### config.mk
export PLATFORM = sky130hd
export DESIGN_NAME = ds_sample_sequencer
export DESIGN_NICKNAME = d
export VERILOG_FILES = /design/src/rtl/ds_sample_sequencer.sv
export SDC_FILE = /design/constraint.sdc
export NUM_CORES = 1
export LEC_CHECK = 0
export CAP_MARGIN = 5
export CORE_AREA = 2 2 96 98
export DETAILED_ROUTE_END_ITERATION = 8
export DIE_AREA = 0 0 98 100
export PLACE_DENSITY = 0.84
export SLEW_MARGIN = 20
export SYNTH_ARGS = -nofsm -noshare
export SYNTH_HDL_FRONTEND = slang
export SYNTH_SLANG_ARGS = --single-unit
### constraint.sdc
create_clock -name clk -period 3.3 [get_ports clk]
set_input_delay 0.495 -clock clk [delete_from_list [all_inputs] [get_ports clk]]
set_output_delay 0.495 -clock clk [all_outputs]
set_load 0.02 [all_outputs]
### src/rtl/ds_sample_sequencer.sv
// Sample scheduler for the delta-sigma PW modulator: buffers host samples in a
// small FIFO and releases one every (pulses_per_sample+1) modulator pulses.
module ds_sample_sequencer #(
    parameter int unsigned SAMPLE_BITS = 16,
    parameter int unsigned DEPTH_LOG2  = 2,
    parameter int unsigned DIV_BITS    = 8,
    parameter int unsigned PRIME_LEVEL = 2,
    parameter logic [SAMPLE_BITS-1:0] IDLE_VALUE = 16'h8000
) (
    input  logic                   clk,
    input  logic                   reset,
    input  logic                   enable,
    input  logic                   flush,
    input  logic                   wr_valid,
    input  logic [SAMPLE_BITS-1:0] wr_data,
    output logic                   wr_ready,
    input  logic [DIV_BITS-1:0]    pulses_per_sample,
    input  logic                   pulse_done,
    output logic [SAMPLE_BITS-1:0] u_out,
    output logic                   sample_strobe,
    output logic [DEPTH_LOG2:0]    fifo_level,
    output logic                   underflow,
    input  logic                   underflow_clr,
    output logic [1:0]             state_out
);

    localparam int unsigned DEPTH = 1 << DEPTH_LOG2;
    localparam int unsigned LW    = DEPTH_LOG2 + 1;

    typedef enum logic [1:0] {
        ST_IDLE  = 2'd0,
        ST_PRIME = 2'd1,
        ST_RUN   = 2'd2
    } state_t;

    state_t                 r_state;
    logic [SAMPLE_BITS-1:0] r_mem [DEPTH];
    logic [DEPTH_LOG2-1:0]  r_wptr;
    logic [DEPTH_LOG2-1:0]  r_rptr;
    logic [LW-1:0]          r_level;
    logic                   r_wr_ready;
    logic [DIV_BITS-1:0]    r_count;
    logic [SAMPLE_BITS-1:0] r_u;
    logic                   r_strobe;
    logic                   r_underflow;

    logic                   w_wr_acc;
    logic                   w_pop;
    logic [LW-1:0]          w_level_nxt;

    // Pop only from stored entries; a same-cycle write never bypasses to the head.
    always_comb begin
        w_wr_acc    = wr_valid && (r_level != LW'(DEPTH));
        w_pop       = 1'b0;
        if (enable && pulse_done) begin
            if (r_state == ST_PRIME)
                w_pop = (r_level >= LW'(PRIME_LEVEL));
            else if (r_state == ST_RUN)
                w_pop = (r_count == '0) && (r_level != '0);
        end
        w_level_nxt = flush ? '0 : (r_level + LW'(w_wr_acc) - LW'(w_pop));
    end

    always_ff @(posedge clk) begin
        if (w_wr_acc)
            r_mem[r_wptr] <= wr_data;
    end

    always_ff @(posedge clk or posedge reset) begin
        if (reset) begin
            r_wptr     <= '0;
            r_rptr     <= '0;
            r_level    <= '0;
            r_wr_ready <= 1'b1;
        end else begin
            if (flush) begin
                r_wptr <= '0;
                r_rptr <= '0;
            end else begin
                if (w_wr_acc)
                    r_wptr <= r_wptr + DEPTH_LOG2'(1);
                if (w_pop)
                    r_rptr <= r_rptr + DEPTH_LOG2'(1);
            end
            r_level    <= w_level_nxt;
            r_wr_ready <= (w_level_nxt != LW'(DEPTH));
        end
    end

    // Sequencer FSM; disable wins over any pop and leaves the FIFO intact.
    always_ff @(posedge clk or posedge reset) begin
        if (reset) begin
            r_state     <= ST_IDLE;
            r_u         <= IDLE_VALUE;
            r_strobe    <= 1'b0;
            r_count     <= '0;
            r_underflow <= 1'b0;
        end else begin
            r_strobe <= 1'b0;
            if (underflow_clr)
                r_underflow <= 1'b0;
            if (!enable) begin
                r_state <= ST_IDLE;
                r_u     <= IDLE_VALUE;
            end else begin
                case (r_state)
                    ST_IDLE: r_state <= ST_PRIME;
                    ST_PRIME: begin
                        if (w_pop) begin
                            r_u      <= r_mem[r_rptr];
                            r_strobe <= 1'b1;
                            r_count  <= pulses_per_sample;
                            r_state  <= ST_RUN;
                        end
                    end
                    ST_RUN: begin
                        if (pulse_done) begin
                            if (r_count != '0) begin
                                r_count <= r_count - DIV_BITS'(1);
                            end else if (w_pop) begin
                                r_u      <= r_mem[r_rptr];
                                r_strobe <= 1'b1;
                                r_count  <= pulses_per_sample;
                            end else begin
                                r_underflow <= 1'b1;
                                r_count     <= pulses_per_sample;
                            end
                        end
                    end
                    default: r_state <= ST_IDLE;
                endcase
            end
        end
    end

    assign wr_ready      = r_wr_ready;
    assign u_out         = r_u;
    assign sample_strobe = r_strobe;
    assign fifo_level    = r_level;
    assign underflow     = r_underflow;
    assign state_out     = r_state;

endmodule
**Yosys cells after proc, flatten, opt, wreduce, memory -nomap -nowiden**

Memory sizes are Yosys's and may differ from the RTL's.
Index checks and enable logic that the tools add are counted.

- Reduce and logical (&&, ||, !) cells: 13
- Order comparisons: 1
- Mux-type cells: 33
- $add $sub $neg: 5
- Equality and inequality tests: 11

Operators with widths:

| operator | number |
|---|---|
| 16-bit 2-to-1 mux | 4 |
| 16-bit case mux with 2 select lines | 1 |
| 8-bit 2-to-1 mux | 3 |
| 8-bit case mux with 2 select lines | 1 |
| 1-bit 2-to-1 mux | 15 |
| 3-bit inequality test, second input constant | 5 |
| 2-bit 2-to-1 mux | 6 |
| 8-bit zero test | 1 |
| 8-bit nonzero test | 1 |
| 8-bit by 1-bit subtractor with 8-bit output, second input constant | 1 |
| 2-bit inequality test, second input constant | 3 |
| 2-bit case mux with 3 select lines | 1 |
| 2-bit nonzero test | 3 |
| 2-bit by 1-bit adder with 2-bit output, second input constant | 2 |
| 4-bit AND reduction | 1 |
| 3-bit by 1-bit adder with 3-bit output | 1 |
| 3-bit by 2-bit greater-or-equal comparator with 1-bit output, second input constant | 1 |
| 1-bit logical AND | 3 |
| 3-bit 2-to-1 mux | 1 |
| 3-bit by 1-bit inequality test with 1-bit output, second input constant | 1 |
| 3-bit AND reduction | 1 |
| 3-bit nonzero test | 1 |
| 3-bit by 1-bit subtractor with 3-bit output | 1 |
| 2-bit by 1-bit == test with 1-bit output, second input constant | 1 |
| other kinds (4) | 4 |

- Bits in writable memories: 64
- Register bits after elaboration: 36
- Logic and storage cells: 73
- Memories kept: 1
- Output and inout bits: 24
- Input port bits: 31

Memories:

| memory | words | bits a word | rd ports | clocked after Yosys merged registers in | wr ports | line | source |
|---|---|---|---|---|---|---|---|
| r_mem | 4 | 16 | 1 | 0 | 1 | 37 | `logic [SAMPLE_BITS-1:0] r_mem [DEPTH];` |

**Logic depth before layout (Yosys ltp)**

Gate-level depths: netlist of run 1.

- Depth in word-level cells: 10
- Gate-level depth with buffers: 12
- Gate-level depth less buffers: 12

**Worst setup path before layout of run 1**

OpenSTA, ideal clock, no wires.

- Kind: register -> register
- Start point: register r_count[0]
- End point: register r_wr_ready (netlist: wr_ready)
- Buffers on the path: 0
- Required time: 3.220 ns
- Period minus slack after synthesis: 2.448 ns
- Path slack: 0.852 ns
- Setup time: 0.080 ns
- Arrival time: 2.369 ns
- Stages on the path, launching flop included: 13
- Cells stage by stage: dfrtp_1 > inv_1 > ha_1 > nor3b_2 > a31oi_1 > nor3b_2 > xor2_1 > ha_1 > inv_1 > fa_1 > xnor2_1 > nor2_1 > nand2_1

- Longest elaborated chain between the ends: 8

RTL lines:

| item | line | source |
|---|---|---|
| start, declared | 42 | `logic [DIV_BITS-1:0] r_count;` |
| start signal, assigned | 112 | `r_count <= pulses_per_sample;` |
| start signal, assigned | 119 | `r_count <= r_count - DIV_BITS'(1);` |
| start signal, assigned | 123 | `r_count <= pulses_per_sample;` |
| 8-bit zero test | 59 | `w_pop = (r_count == '0) && (r_level != '0);` |
| 1-bit logical AND | 59 |  |
| 1-bit 2-to-1 mux | 58 | `else if (r_state == ST_RUN)` |
| 1-bit 2-to-1 mux | 56 | `if (r_state == ST_PRIME)` |
| 1-bit 2-to-1 mux | 55 | `if (enable && pulse_done) begin` |
| 3-bit by 1-bit subtractor with 3-bit output | 61 | `w_level_nxt = flush ? '0 : (r_level + LW'(w_wr_acc) - LW'(w_pop));` |
| 3-bit 2-to-1 mux | 61 |  |
| named net w_level_nxt[2] | 49 | `logic [LW-1:0] w_level_nxt;` |
| 3-bit inequality test | 86 | `r_wr_ready <= (w_level_nxt != LW'(DEPTH));` |
| end signal, assigned | 86 |  |
| end, declared | 41 | `logic r_wr_ready;` |

The timed path passes the listed nets, and every way through them passes these cells.
A chain may end at the register's enable or synchronous reset.

**Final worst setup path of run 1**

- Start point: register r_state[0] (netlist: state_out[0])
- End point: register r_wr_ready (netlist: wr_ready)

- Longest elaborated chain between the ends: 7
- Elaborated cells on any way between the ends: 8
- Those cells by class: 1 x add/sub; 3 x eq/ne; 4 x mux

RTL lines:

| item | line | source |
|---|---|---|
| start, declared | 36 | `state_t r_state;` |
| start signal, assigned | 93 | `r_state <= ST_IDLE;` |
| start signal, assigned | 103 | `r_state <= ST_IDLE;` |
| start signal, assigned | 107 | `ST_IDLE: r_state <= ST_PRIME;` |
| 2-bit == test | 58 |  |
| 1-bit 2-to-1 mux | 58 |  |
| 1-bit 2-to-1 mux (*) | 56 |  |
| 1-bit 2-to-1 mux (*) | 55 |  |
| 3-bit by 1-bit subtractor with 3-bit output (*) | 61 |  |
| 3-bit 2-to-1 mux (*) | 61 |  |
| named net w_level_nxt[2] | 49 |  |
| 3-bit inequality test (*) | 86 |  |

The timed path passes the listed nets; every way through them passes the cells marked *.

==> results of run 1 <==
-- cell families (layout without fill, tap and decap cells) --
| group | after synthesis | in the layout | synth area share |
|---|---|---|---|
| AO/OA/AOI/OAI | 47 | 47 | 0.0657 |
| XOR/XNOR | 5 | 5 | 0.0103 |
| adder cells (fa/ha/maj) | 13 | 13 | 0.0401 |
| buffers and inverters | 26 | 91 | 0.0244 |
| flip-flops | 100 | 100 | 0.665 |
| multiplexers | 20 | 20 | 0.0943 |
| AND/OR/NAND/NOR | 83 | 83 | 0.100 |
-- flip-flops by register name, summed over array words and instances, names as in the netlist --
signal and count:
r_rptr 2, wr_ready 1, u_out 16, fifo_level 3, sample_strobe 1, r_mem 64
r_count 8, underflow 1, state_out 2, r_wptr 2
-- metrics by stage --
| step | std cells | util | hold slack, ps | power, mW |
|---|---|---|---|---|
| finish | 470 | 0.582 | 523 | 3.31 |
| global route | 470 | 0.582 | 545 | 3.47 |
| CTS | 470 | 0.582 | 526 | 3.33 |
| detailed placement | 454 | 0.556 | 511 | 2.49 |
| global placement | 454 | 0.556 | 515 | 2.45 |
| floorplan | 294 | - | 530 | 2.19 |
-- cell usage in the layout (no fill, tap or decap), types with 4 or more instances in the layout --
master	instances
and2_1	4
dfrtp_1	34
o21ai_1	16
mux4_2	16
buf_4	9
ha_1	12
a21oi_1	9
inv_1	12
nor2_1	14
mux2i_1	4
clkdlybuf4s50_1	54
edfxtp_1	64
nand2_1	26
nand3_1	20
clkbuf_8	9
xnor2_1	4
o21ai_0	9
-- per-layer routing --
metal	GRT usage	routed length [um]	vias to the layer above
met3	0.0481	485	9
li1	-	-	1207
met5	0	0	-
met1	0.222	3440	1297
met2	0.313	4310	80
met4	0.0513	76	0
-- worst max-delay path: stages, from the launching register on --
cell     delay [ps]
dfrtp_1         440
inv_1           100
ha_1            410
o31a_1          210
a31oi_1         200
nor3b_2         320
xor2_1          180
ha_1            160
inv_1            40
fa_1            380
xnor2_1         130
nor2_1          110
nand2_1          70
-- worst paths after layout --
kind,start,cells past startpoint,slack (ps),endpoint
setup / recovery,state_out[0]$_DFFE_PP0P_,12,480,wr_ready$_DFF_PP1_
hold / removal,u_out[10]$_DFFE_PP0P_,2,520,u_out[10]$_DFFE_PP0P_
setup reg to reg,state_out[0]$_DFFE_PP0P_,12,480,wr_ready$_DFF_PP1_
hold reg to reg,u_out[10]$_DFFE_PP0P_,2,520,u_out[10]$_DFFE_PP0P_
max in group asynchronous,reset,3,2390,u_out[15]$_DFFE_PP1P_
min in group asynchronous,reset,3,540,r_count[0]$_DFFE_PP0P_
-- power by group --
| part | total [mW] | leakage, nW | switching, mW | internal [mW] |
|---|---|---|---|---|
| logic | 0.805 | 0.674 | 0.442 | 0.363 |
| registers | 1.66 | 1.06 | 0.140 | 1.52 |
| clock network | 0.843 | 0.114 | 0.464 | 0.378 |
-- cell type report --
type	count	area [um^2]	area share
Clock inverter	7	108	0.0208
Multi-Input combinational cell	168	1330	0.256
Timing Repair Buffer	63	608	0.118
Clock buffer	9	124	0.0239
Sequential cell	100	2830	0.546
Tap cell	111	139	0.0268
Inverter	12	45.0	0.00870
==> flow_summary_export.csv, run 1 <==
group,metric,value,unit
placement,place_area,4940,um^2
route,drc,0,
route,wl_per_cell,17.7,um
die,dieArea,9800,um^2
synth,synth_most_common_cell,"edfxtp_1",
die,rows,35,
finish,final_nets,398,
synth,synth_edf_count,64,
power_and_ir_drop,powerDensity,639,nW/um^2
timing,fin_crit,2820,ps
route,dr.pass1.iters,5,
timing,fmax,0.355,GHz
die,die_y,100,um
die,ios,55,
setup_path,arrival,3130,ps
route,vias,2593,
finish,stdcell_area,5170,um^2
synth,yosys.cell_types.count,41,
clock_tree,cts_tree,"built",
synth,syn_area_per_cell,14.4,um^2
timing,worst-slew-pin-transition,860,ps
setup_path,required,3610,ps
setup_path,cp_max_fo,14,
synth,syn-num-nets,338,
timing,final_hold_viol_count,0,
placement,portBuffers,54,
synth,synth_common_cells,"edfxtp_1 (64), dfrtp_1 (34), nand2_1 (26)",
global_routing,grt_pass1_vias,2703,
global_routing,antenna_found_initial,0,
timing,slew_viol_final,0,
finish,drive_gt1_frac,0.134,
route,antenna_left,0,
clock_tree,numClockSinks,100,
synth,ys_seq_area_frac,0.665,
synth,synth_top_area_share,0.452,
die,die_w,98,um
job,cap_viol_max_count,0,
power_and_ir_drop,ir_worst_vdd,0.365,mV
finish,area_growth_syn_to_layout,21.8,%
global_routing,grt_pass1_wl,13.4,mm
worst_hold_path,hold_class,"reg2reg",
global_routing,grt_overflow,0,
timing,rsz0062_at_grt,"false",
placement,dp_slack,510,ps
clock_tree,clock_path_buffers,2,
timing,worst_slack,481,ps
setup_path,critical_path_class,"reg2reg",
finish,insertedDiodeCount,0,
die,initial_core_util,0.478,
clock_tree,postCtsHoldBufs,0,
synth,yosys.area.top_type,"edfxtp_1",
placement,globalplace.congestion,0.817,
timing,finalCritPeriodShare,0.854,
die,core-area,8890,um^2
synth,yosys_warnings,0,
clock_tree,htree_levels,3,
synth,synthFlopType,"edfxtp_1",
synth,ys_ff_latch,100,
timing,setup_viol,0,
clock_tree,clkLatencyLatePin,370,ps
finish,fill_cells,677,
setup_path,cp-end-kind,"flip-flop",
route,vias_per_cell,5.52,
synth,ys_top_cells_by_area,"edfxtp_1 (45%), dfrtp_1 (20%), mux4_2 (8.5%), ha_1 (3.5%), nand3_1 (2.4%)",
power_and_ir_drop,leakage,1.84,nW
timing,slew-limit-headroom,0.426,
timing,finClkSkew,12.0,ps
clock_tree,cts_resized,0,
route,routed_wl,8.31,mm
outcome,status,"completed",
synth,synth_area,4250,um^2
clock_tree,cts_buffers,9,
global_routing,grt_max_degree,37,
synth,synth_cells,294,
route,drtIter0Drc,136,
global_routing,grt_usage,0.179,
clock_tree,clkTransAtPathRegs,100,ps
setup_path,critPathLaunchType,"flip-flop",
clock_tree,cts_setup_buffers,0,
clock_tree,clockRootBuffer,"clkbuf_8",
synth,synthArstFlopShare,0.360,
timing,fin_tns_setup,0,ps
placement,dp_hpwl,5.38,mm
(Power assumes the default switching activity.)
==> inputs of run 2 (changes only) <==
- CELL_PAD_IN_SITES_DETAIL_PLACEMENT: not set -> 1
- CELL_PAD_IN_SITES_GLOBAL_PLACEMENT: not set -> 2
- CORE_AREA: 2 2 96 98 -> 2 2 108 110
- DIE_AREA: 0 0 98 100 -> 0 0 110 112
- PLACE_DENSITY: 0.84 -> 0.9
==> run 2 against run 1 <==
Against the previous run:
- global-route usage shrank 0.15 points
- final cell count grew 7.0%
- design area grew 1.9%
- clock power grew 20%
- power grew 6.0%
- register-to-register slack lost 70 ps
==> flow_summary_export.csv, run 2 (synthesis results as in run 1) <==
group,metric,value,unit
finish,final_nets,399,
placement,globalplace.congestion,0.755,
power_and_ir_drop,power.switching,1.08,mW
die,core-area,11200,um^2
global_routing,grt_pass1_vias,2934,
setup_path,timing.rr.end,"wr_ready$_DFF_PP1_",
clock_tree,clockRootBuffer,"clkbuf_16",
timing,fin_crit,2890,ps
power_and_ir_drop,leakage,1.88,nW
global_routing,grt_pass1_wl,16.2,mm
clock_tree,postCtsHoldBufs,0,
power_and_ir_drop,ir_worst_vdd,0.468,mV
global_routing,antenna_found_initial,0,
timing,slew_viol_final,0,
power_and_ir_drop,seqPwrFrac,0.477,
setup_path,r2r_slack,410,ps
placement,portBuffers,54,
finish,fill_cells,1125,
finish,area_growth_syn_to_layout,24.2,%
timing,final_hold_viol_count,0,
outcome,status,"completed",
finish,fin_util,0.472,
die,ios,55,
setup_path,cp-endpoint,"wr_ready$_DFF_PP1_",
power_and_ir_drop,swShare,0.308,
global_routing,grt_max_degree,35,
setup_path,critical_path_class,"reg2reg",
timing,worst-slew-pin-transition,882,ps
finish,multi_input_area,1330,um^2
worst_hold_path,hold_class,"reg2reg",
timing,rsz0062_at_grt,"false",
route,routed_wl,9.86,mm
placement,place_area,4990,um^2
route,wl_per_cell,19.6,um
timing,slew-limit-headroom,0.412,
clock_tree,cts_setup_buffers,0,
power_and_ir_drop,p_int,2.42,mW
clock_tree,clkLatencyLatePin,350,ps
clock_tree,clock_path_buffers,2,
finish,insertedDiodeCount,0,
power_and_ir_drop,p_comb_frac,0.233,
finish,final_cell_mix,"edfxtp_1 (64), clkdlybuf4s50_1 (54), dfrtp_1 (34)",
clock_tree,htree_levels,3,
finish,drive_gt1_frac,0.136,
finish,stdcell_area,5270,um^2
finish,largest_reg_flops,64,
global_routing,grt_overflow,0,
placement,dp_slack,454,ps
job,cap_viol_max_count,0,
placement,dp_hpwl,6.46,mm
die,initial_core_util,0.380,
clock_tree,cts_tree,"built",
power_and_ir_drop,clock_power_share,0.290,
route,dr.pass1.iters,6,
timing,finClkSkew,11.5,ps
route,drc,0,
die,die_w,110,um
finish,layout.area.seq,2830,um^2
finish,mostFrequentLayoutCell,"edfxtp_1",
setup_path,reg2regPathDepth,12,
timing,finalCritPeriodShare,0.877,
setup_path,arrival,3160,ps
clock_tree,clkTransAtPathRegs,70,ps
clock_tree,cts_resized,0,
clock_tree,cts_buffers,9,
setup_path,cp_max_fo,6,
setup_path,critPathLaunch,"r_count[0]$_DFFE_PP0P_",
global_routing,grt_usage,0.178,
timing,worst_slack,406,ps
setup_path,critPathLaunchType,"flip-flop",
setup_path,required,3570,ps
setup_path,cp-end-kind,"flip-flop",
clock_tree,numClockSinks,100,
route,antenna_left,0,
timing,fmax,0.346,GHz
route,drtIter0Drc,132,
finish,regMostFlops,"r_mem",
die,dieArea,12300,um^2
die,die_y,112,um
route,vias_per_cell,5.21,
timing,timing.hold.ws,527,ps
timing,fin_tns_setup,0,ps
power_and_ir_drop,powerDensity,664,nW/um^2
setup_path,r2r_start,"r_count[0]$_DFFE_PP0P_",
timing,setup_viol,0,
die,rows,39,
route,vias,2623,
run 2: power groups by stage:
stage	Combinational [mW]	Sequential (mW)	Clock, mW
3_5_place_dp	0.821	1.70	0
3_3_place_gp	0.793	1.68	0
2_1_floorplan	0.491	1.70	0
6_report	0.817	1.67	1.01
4_1_cts	0.831	1.67	1.04
5_1_grt	0.913	1.70	1.09
run 2: how the worst min path moves through the flow:
stage	start	end	depth (start not counted)
final	u_out[13]$_DFFE_PP0P_	u_out[13]$_DFFE_PP0P_	2
after global routing	u_out[13]$_DFFE_PP0P_	u_out[13]$_DFFE_PP0P_	2
after CTS	u_out[13]$_DFFE_PP0P_	u_out[13]$_DFFE_PP0P_	2
after detailed placement	u_out[13]$_DFFE_PP0P_	u_out[13]$_DFFE_PP0P_	2
after global placement	u_out[13]$_DFFE_PP0P_	u_out[13]$_DFFE_PP0P_	2
after floorplan	r_count[1]$_DFFE_PP0P_	r_count[1]$_DFFE_PP0P_	1
run 2: area by class of cell:
cell class	count	area share
Timing Repair Buffer	64	0.117
Tap cell	143	0.0339
Multi-Input combinational cell	168	0.251
Inverter	12	0.00854
Clock inverter	6	0.00830
Clock buffer	10	0.0453
Sequential cell	100	0.536
run 2: through the flow:
stage,power (mW),std cells
final,3.50,503
after CTS,3.55,503
after global routing,3.70,503
after floorplan,2.19,294
after detailed placement,2.52,487
after global placement,2.48,487
run 2: layer usage:
layer | vias to the layer above | GRT usage | wire length [um]
li1 | 1208 | - | -
met1 | 1347 | 0.235 | 4290
met2 | 60 | 0.286 | 5040
met3 | 8 | 0.0521 | 413
met4 | 0 | 0.0464 | 109
met5 | - | 0 | 0
run 2: worst max-delay path, stage by stage (launching register included):
cell and delay [ps]:
dfrtp_1 420, inv_1 130, ha_1 160, nor3b_2 360, a31oi_1 290, nor3b_2 330, xor2_1 190, ha_1 160
inv_1 40, fa_1 380, xnor2_1 140, nor2_1 140, nand2_1 70
